**src/rtl/minesweeper_core.sv**
```systemverilog
// Buscaminas game engine: LFSR mine placement, cursor, reveal/flag and win/lose FSM.
// Board maps are exported flat, indexed y*COLS+x.
module minesweeper_core #(
    parameter int          ROWS = 8,
    parameter int          COLS = 8,
    parameter int          BW   = 7,
    parameter logic [15:0] SEED = 16'hACE1,
    parameter bit          WRAP = 1'b0,
    localparam int         N    = ROWS * COLS,
    localparam int         XW   = $clog2(COLS),
    localparam int         YW   = $clog2(ROWS),
    localparam int         IW   = $clog2(N)
) (
    input  logic          clk,
    input  logic          reset,
    input  logic          start,
    input  logic [BW-1:0] bomb_count,
    input  logic [3:0]    inputBtn,
    input  logic          act,
    input  logic          mode,
    output logic [XW-1:0] outX,
    output logic [YW-1:0] outY,
    output logic [N-1:0]  mine_map,
    output logic [N-1:0]  revealed_map,
    output logic [N-1:0]  flag_map,
    output logic [BW-1:0] flags_left,
    output logic [3:0]    adj_count,
    output logic [2:0]    game_state
);

    typedef enum logic [2:0] {
        IDLE  = 3'd0,
        PLACE = 3'd1,
        PLAY  = 3'd2,
        WON   = 3'd3,
        LOST  = 3'd4
    } state_t;

    localparam logic [XW-1:0] XMAX = XW'(COLS - 1);
    localparam logic [YW-1:0] YMAX = YW'(ROWS - 1);

    state_t        state;
    logic [15:0]   lfsr;
    logic          start_q;
    logic          act_q;
    logic [3:0]    btn_q;
    logic [BW-1:0] target;
    logic [BW-1:0] placed;
    logic [BW-1:0] clamped;

    logic          start_rise;
    logic          act_rise;
    logic [3:0]    btn_rise;
    logic [IW-1:0] cur;
    logic [IW-1:0] cand;
    logic [IW-1:0] nb;
    logic          safe_done;
    logic [XW-1:0] x_dec;
    logic [XW-1:0] x_inc;
    logic [YW-1:0] y_dec;
    logic [YW-1:0] y_inc;

    function automatic logic [15:0] lfsr_step(input logic [15:0] v);
        return v[0] ? ((v >> 1) ^ 16'hB400) : (v >> 1);
    endfunction

    assign game_state = state;
    assign start_rise = start & ~start_q;
    assign act_rise   = act & ~act_q;
    assign btn_rise   = inputBtn & ~btn_q;
    assign cur        = IW'(int'(outY) * COLS + int'(outX));
    assign cand       = lfsr[IW-1:0];
    assign safe_done  = (~mine_map & ~revealed_map) == '0;

    assign clamped = (bomb_count == '0)         ? BW'(1) :
                     (bomb_count > BW'(N - 1))  ? BW'(N - 1) :
                     bomb_count;

    assign x_dec = (outX == '0)   ? (WRAP ? XMAX : '0)   : outX - XW'(1);
    assign x_inc = (outX == XMAX) ? (WRAP ? '0   : XMAX) : outX + XW'(1);
    assign y_dec = (outY == '0)   ? (WRAP ? YMAX : '0)   : outY - YW'(1);
    assign y_inc = (outY == YMAX) ? (WRAP ? '0   : YMAX) : outY + YW'(1);

    // Neighbourhood is clipped at the board edges even when the cursor wraps.
    always_comb begin
        adj_count = '0;
        nb        = '0;
        for (int dy = -1; dy <= 1; dy++) begin
            for (int dx = -1; dx <= 1; dx++) begin
                if ((dx != 0 || dy != 0) &&
                    int'(outX) + dx >= 0 && int'(outX) + dx < COLS &&
                    int'(outY) + dy >= 0 && int'(outY) + dy < ROWS) begin
                    nb = IW'((int'(outY) + dy) * COLS + int'(outX) + dx);
                    adj_count = adj_count + 4'(mine_map[nb]);
                end
            end
        end
    end

    always_ff @(posedge clk or negedge reset) begin
        if (!reset) begin
            state        <= IDLE;
            lfsr         <= SEED;
            start_q      <= 1'b0;
            act_q        <= 1'b0;
            btn_q        <= '0;
            target       <= '0;
            placed       <= '0;
            outX         <= '0;
            outY         <= '0;
            mine_map     <= '0;
            revealed_map <= '0;
            flag_map     <= '0;
            flags_left   <= '0;
        end else begin
            lfsr    <= lfsr_step(lfsr);
            start_q <= start;
            act_q   <= act;
            btn_q   <= inputBtn;
            case (state)
                IDLE, WON, LOST: begin
                    if (start_rise) begin
                        mine_map     <= '0;
                        revealed_map <= '0;
                        flag_map     <= '0;
                        flags_left   <= '0;
                        target       <= clamped;
                        placed       <= '0;
                        state        <= PLACE;
                    end
                end
                PLACE: begin
                    if (int'(cand) < N && !mine_map[cand]) begin
                        mine_map[cand] <= 1'b1;
                        placed         <= placed + BW'(1);
                        if (placed + BW'(1) == target) begin
                            flags_left <= target;
                            state      <= PLAY;
                        end
                    end
                end
                PLAY: begin
                    // A losing reveal later in this block overrides the win.
                    if (safe_done) state <= WON;
                    if (btn_rise[3])      outY <= y_dec;
                    else if (btn_rise[2]) outY <= y_inc;
                    else if (btn_rise[1]) outX <= x_dec;
                    else if (btn_rise[0]) outX <= x_inc;
                    if (act_rise && !mode) begin
                        if (!flag_map[cur] && !revealed_map[cur]) begin
                            if (mine_map[cur]) begin
                                revealed_map <= revealed_map | mine_map;
                                state        <= LOST;
                            end else begin
                                revealed_map[cur] <= 1'b1;
                            end
                        end
                    end else if (act_rise && !revealed_map[cur]) begin
                        if (flag_map[cur]) begin
                            flag_map[cur] <= 1'b0;
                            flags_left    <= flags_left + BW'(1);
                        end else if (flags_left != '0) begin
                            flag_map[cur] <= 1'b1;
                            flags_left    <= flags_left - BW'(1);
                        end
                    end
                end
                default: state <= IDLE;
            endcase
        end
    end

endmodule

```
**config.mk**
```make
export PLATFORM = sky130hd
export DESIGN_NAME = minesweeper_core
export DESIGN_NICKNAME = d
export VERILOG_FILES = /design/src/rtl/minesweeper_core.sv
export SDC_FILE = /design/constraint.sdc
export NUM_CORES = 1
export LEC_CHECK = 0
export BUFFER_PORTS_ARGS = -buffer_cell sky130_fd_sc_hd__buf_2
export CORE_AREA = 2 2 168 170
export DETAILED_ROUTE_END_ITERATION = 8
export DIE_AREA = 0 0 170 172
export PLACE_DENSITY_LB_ADDON = 0.12
export SLEW_MARGIN = 10
export SYNTH_ARGS = -nofsm -noshare
export SYNTH_HDL_FRONTEND = slang
export SYNTH_SLANG_ARGS = --single-unit
```
**constraint.sdc**
```tcl
create_clock -name clk -period 20.5 [get_ports clk]
set_clock_uncertainty 0.15 [all_clocks]
set_input_delay 3.075 -clock clk [delete_from_list [all_inputs] [get_ports clk]]
set_output_delay 3.075 -clock clk [all_outputs]
set_load 0.02 [all_outputs]
```
==> run_summary.xml <==
<?xml version="1.0" encoding="UTF-8"?>
<metrics>
  <group name="run_status">
    <metric name="outcome" unit="">finished clean</metric>
  </group>
  <group name="layout">
    <metric name="num_antenna_cells" unit="">0</metric>
    <metric name="leading_cell_type_in_the_layout_fill_and_taps_excluded" unit="">sky130_fd_sc_hd__dfrtp_1</metric>
    <metric name="most_frequent_cells_in_the_layout" unit="">sky130_fd_sc_hd__dfrtp_1 (233), sky130_fd_sc_hd__nor2_1 (227), sky130_fd_sc_hd__buf_2 (226), sky130_fd_sc_hd__o31ai_1 (134), sky130_fd_sc_hd__nand2_1 (131)</metric>
    <metric name="layout.nets" unit="">1882</metric>
    <metric name="fin_util" unit="%">66.22</metric>
    <metric name="register_area" unit="sq um">6125</metric>
    <metric name="areaGrowthSynthToFinish" unit="%">12.17</metric>
    <metric name="multi_input_comb_area" unit="sq um">9299</metric>
    <metric name="fillerInstances" unit="">2243</metric>
    <metric name="post-route-cell-area" unit="sq um">18190</metric>
    <metric name="layout-drive-gt1-share" unit="%">22.89</metric>
  </group>
  <group name="critical_path">
    <metric name="worstPathRequired" unit="ps">17280</metric>
    <metric name="start_kind" unit="">flip-flop</metric>
    <metric name="cp-end-kind" unit="">primary output</metric>
    <metric name="worstPathArrival" unit="ps">8440</metric>
    <metric name="cp_max_fo" unit="">58</metric>
    <metric name="criticalPathCategory" unit="">flip-flop to primary output</metric>
  </group>
  <group name="clocking">
    <metric name="post_cts_repair_timing_setup_buffer_count" unit="">0</metric>
    <metric name="postCtsHoldBufs" unit="">0</metric>
    <metric name="clk_path_buf_depth" unit="">3</metric>
    <metric name="clkSlewWorstSetupHoldPaths" unit="ps">60</metric>
    <metric name="tritoncts" unit="">done</metric>
    <metric name="clock_insertion_delay_worst_skew" unit="ps">560</metric>
    <metric name="clkSinkCount" unit="">244</metric>
    <metric name="h_tree_levels" unit="">1</metric>
    <metric name="clockRootBuffer" unit="">sky130_fd_sc_hd__clkbuf_16</metric>
    <metric name="tritoncts.num_buffers" unit="">27</metric>
    <metric name="post_cts_resize_count" unit="">0</metric>
  </group>
  <group name="placed_design">
    <metric name="hpwlAfterDp" unit="um">45210</metric>
    <metric name="placedInstanceArea" unit="sq um">17330</metric>
    <metric name="placement.io_buffers" unit="">227</metric>
    <metric name="finalWeightedCongestion" unit="">1.002</metric>
  </group>
  <group name="yosys">
    <metric name="synth.largest_area_cell" unit="">sky130_fd_sc_hd__dfrtp_1</metric>
    <metric name="postSynthRegisterBits" unit="">244</metric>
    <metric name="synth_enable_flop_cells" unit="">0</metric>
    <metric name="synthFlopType" unit="">sky130_fd_sc_hd__dfrtp_1</metric>
    <metric name="post_synth_main_area_contributors" unit="">sky130_fd_sc_hd__dfrtp_1 (36%), sky130_fd_sc_hd__mux2i_1 (8.0%), sky130_fd_sc_hd__mux4_2 (7.2%), sky130_fd_sc_hd__o31ai_1 (6.2%), sky130_fd_sc_hd__nor2_1 (5.3%)</metric>
    <metric name="synth-seq-area-share" unit="%">37.71</metric>
    <metric name="synth-warning-count" unit="">0</metric>
    <metric name="syn_nets" unit="">1736</metric>
    <metric name="syn_area" unit="sq um">16220</metric>
    <metric name="ys_async_sr_fraction" unit="%">100.0</metric>
    <metric name="synth.distinct_cells" unit="">88</metric>
    <metric name="number_of_standard_cells_after_synthesis" unit="">1683</metric>
    <metric name="synth_top_area_share" unit="%">36.41</metric>
    <metric name="synth.avg_cell_area" unit="sq um">9.637</metric>
  </group>
  <group name="timing">
    <metric name="rsz0062_at_grt" unit="">false</metric>
    <metric name="timing.fmax" unit="MHz">85.74</metric>
    <metric name="timing_max_transition_violations_final" unit="">0</metric>
    <metric name="worst_pin_slew" unit="ps">1387</metric>
    <metric name="worst_hold_slack" unit="ps">205.8</metric>
    <metric name="hold_violations" unit="">0</metric>
    <metric name="setup_total_negative_slack" unit="ps">0</metric>
    <metric name="report.final.setup_viol" unit="">0</metric>
    <metric name="timing.final.crit_share" unit="%">56.89</metric>
    <metric name="normalized_max_slew_margin" unit="%">5.136</metric>
    <metric name="finalWorstPathRequiredPeriod" unit="ps">11660</metric>
  </group>
  <group name="grt">
    <metric name="grt_max_degree" unit="">114</metric>
    <metric name="globalRoute.totalOverflow" unit="">0</metric>
    <metric name="initial_antenna_violation_count" unit="">1</metric>
    <metric name="globalRouteTotalUtil" unit="%">44.78</metric>
    <metric name="grt_pass1_wl" unit="um">96590</metric>
    <metric name="via_count_of_the_first_global_routing_pass" unit="">14830</metric>
  </group>
  <group name="routing">
    <metric name="drt-initial-drc-count" unit="">2291</metric>
    <metric name="via_count" unit="">15860</metric>
    <metric name="drt-total-wl" unit="um">65560</metric>
    <metric name="first_pass_iters" unit="">7</metric>
    <metric name="route.detailed.vias_per_inst" unit="">7.228</metric>
    <metric name="drt.antenna.violating_nets" unit="">0</metric>
    <metric name="drc_errors" unit="">0</metric>
    <metric name="routedWlPerCell" unit="um">29.88</metric>
  </group>
  <group name="die">
    <metric name="num_io_pins" unit="">228</metric>
    <metric name="die_height" unit="um">172</metric>
    <metric name="initial_utilization" unit="%">59.03</metric>
    <metric name="core.rowCount" unit="">61</metric>
    <metric name="area_enclosed_by_the_die_boundary" unit="sq um">29240</metric>
    <metric name="fp.dieW" unit="um">170</metric>
    <metric name="core" unit="sq um">27480</metric>
  </group>
  <group name="run">
    <metric name="max_cap_violations" unit="">0</metric>
  </group>
  <group name="pwr">
    <metric name="power_density" unit="nW/um^2">59.81</metric>
    <metric name="p_leak" unit="uW">0.008508</metric>
    <metric name="post-layout-total-power" unit="uW">1088</metric>
    <metric name="vdd_ir_drop_max" unit="uV">56.93</metric>
  </group>
  <group name="min_path">
    <metric name="worst_hold_path_type" unit="">flip-flop to flip-flop</metric>
  </group>
</metrics>
[cell usage after synthesis (7+ instances only)]
cell type and instances:
sky130_fd_sc_hd__nor2b_1 19, sky130_fd_sc_hd__buf_6 13, sky130_fd_sc_hd__nor4_1 7, sky130_fd_sc_hd__a21oi_1 99, sky130_fd_sc_hd__xnor2_1 27, sky130_fd_sc_hd__a221oi_1 9, sky130_fd_sc_hd__and3b_1 7, sky130_fd_sc_hd__nand4_1 13
sky130_fd_sc_hd__a22oi_1 14, sky130_fd_sc_hd__o211ai_1 7, sky130_fd_sc_hd__and2_1 10, sky130_fd_sc_hd__mux2i_1 130, sky130_fd_sc_hd__o22ai_1 30, sky130_fd_sc_hd__buf_2 31, sky130_fd_sc_hd__dfstp_2 8, sky130_fd_sc_hd__o21ai_0 92
sky130_fd_sc_hd__mux4_2 52, sky130_fd_sc_hd__buf_4 11, sky130_fd_sc_hd__dfrtp_1 236, sky130_fd_sc_hd__a21o_1 7, sky130_fd_sc_hd__nor3b_1 7, sky130_fd_sc_hd__clkbuf_1 73, sky130_fd_sc_hd__o31ai_1 134, sky130_fd_sc_hd__nor3_1 18
sky130_fd_sc_hd__nand2b_1 15, sky130_fd_sc_hd__buf_1 9, sky130_fd_sc_hd__nand2_1 132, sky130_fd_sc_hd__nor2_1 227, sky130_fd_sc_hd__mux2_2 32, sky130_fd_sc_hd__and3_1 9, sky130_fd_sc_hd__xor2_1 14, sky130_fd_sc_hd__ha_1 36
sky130_fd_sc_hd__inv_1 25, sky130_fd_sc_hd__nand3_1 16
[metrics by stage]
stage | std cells | setup WS, ps
after detailed placement | 2146 | 9464
after global placement | 2146 | 9701
final | 2194 | 8837
after global routing | 2194 | 8336
after CTS | 2194 | 8888
after floorplan | 1683 | 10270
[cells by family after synthesis]
family	share of synthesized area, %
and+or+nand+nor	15.34
adders and majority gates	2.901
muxes	18.11
xor gates and xnor gates	2.314
AOI/OAI and AO/OA	18.49
DFF	37.71
buffers and inverters	5.130
[power by group]
group / internal [uW] / leakage, uW / switching [uW]
Sequential: 483 / 0.00297 / 2.64
Combinational: 45.5 / 0.00510 / 74.3
Clock: 275 / 0.000434 / 208
[worst max-delay path, cell delays in order (launching register included)]
cell,delay [ps]
sky130_fd_sc_hd__dfrtp_4,640
sky130_fd_sc_hd__buf_4,740
sky130_fd_sc_hd__nor3_1,330
sky130_fd_sc_hd__xnor2_1,730
sky130_fd_sc_hd__mux2i_1,230
sky130_fd_sc_hd__mux4_2,520
sky130_fd_sc_hd__and3_1,200
sky130_fd_sc_hd__ha_1,290
sky130_fd_sc_hd__and2_1,140
sky130_fd_sc_hd__ha_1,260
sky130_fd_sc_hd__nand2_1,40
sky130_fd_sc_hd__a21boi_0,320
sky130_fd_sc_hd__ha_1,290
sky130_fd_sc_hd__mux2_2,270
sky130_fd_sc_hd__ha_1,260
sky130_fd_sc_hd__mux2_2,300
sky130_fd_sc_hd__ha_1,270
sky130_fd_sc_hd__mux2_2,260
sky130_fd_sc_hd__ha_1,270
sky130_fd_sc_hd__mux2_2,270
sky130_fd_sc_hd__ha_1,210
sky130_fd_sc_hd__nand4_1,130
sky130_fd_sc_hd__nor2_1,60
sky130_fd_sc_hd__mux2_2,270
sky130_fd_sc_hd__a22oi_1,230
sky130_fd_sc_hd__xnor2_1,140
sky130_fd_sc_hd__buf_2,180
[cell type report]
cell class              count  share of cell area [%]
clock buffers              36                   4.229
clock inverters            12                  0.5433
inverters                  28                  0.5777
multi-input cells        1272                   51.11
flip-flops and latches    244                   33.66
well taps                 346                   2.379
repair buffers            256                   7.496
[sequential cells by signal (all words and copies together) (netlist names)]
register	cells
btn_q	4
outX	3
outY	3
act_q	1
revealed_map	64
mine_map	64
flags_left	7
start_q	1
target	7
lfsr	16
game_state	3
flag_map	64
placed	7
[layer usage]
layer	GRT usage [%]	up-vias	wire, um
li1	-	6523	-
met1	61.17	7749	24360
met2	64.56	1305	27670
met3	11.38	280	8761
met4	26.72	2	4749
met5	0	-	11
[worst paths after layout]
kind	start	end	slack, ps	cells past startpoint
max in group asynchronous	reset	mine_map[29]	16310	2
min in group asynchronous	reset	flag_map[58]	2440	1
worst min register to register	lfsr[7]	lfsr[6]	210	0
worst max register to register	outX[2]	flags_left[5]	14620	14
worst min-delay path	lfsr[7]	lfsr[6]	210	0
worst max-delay path	outX[0]	adj_count[3]	8840	26
Note: power is estimated with default switching activity, not from simulation.
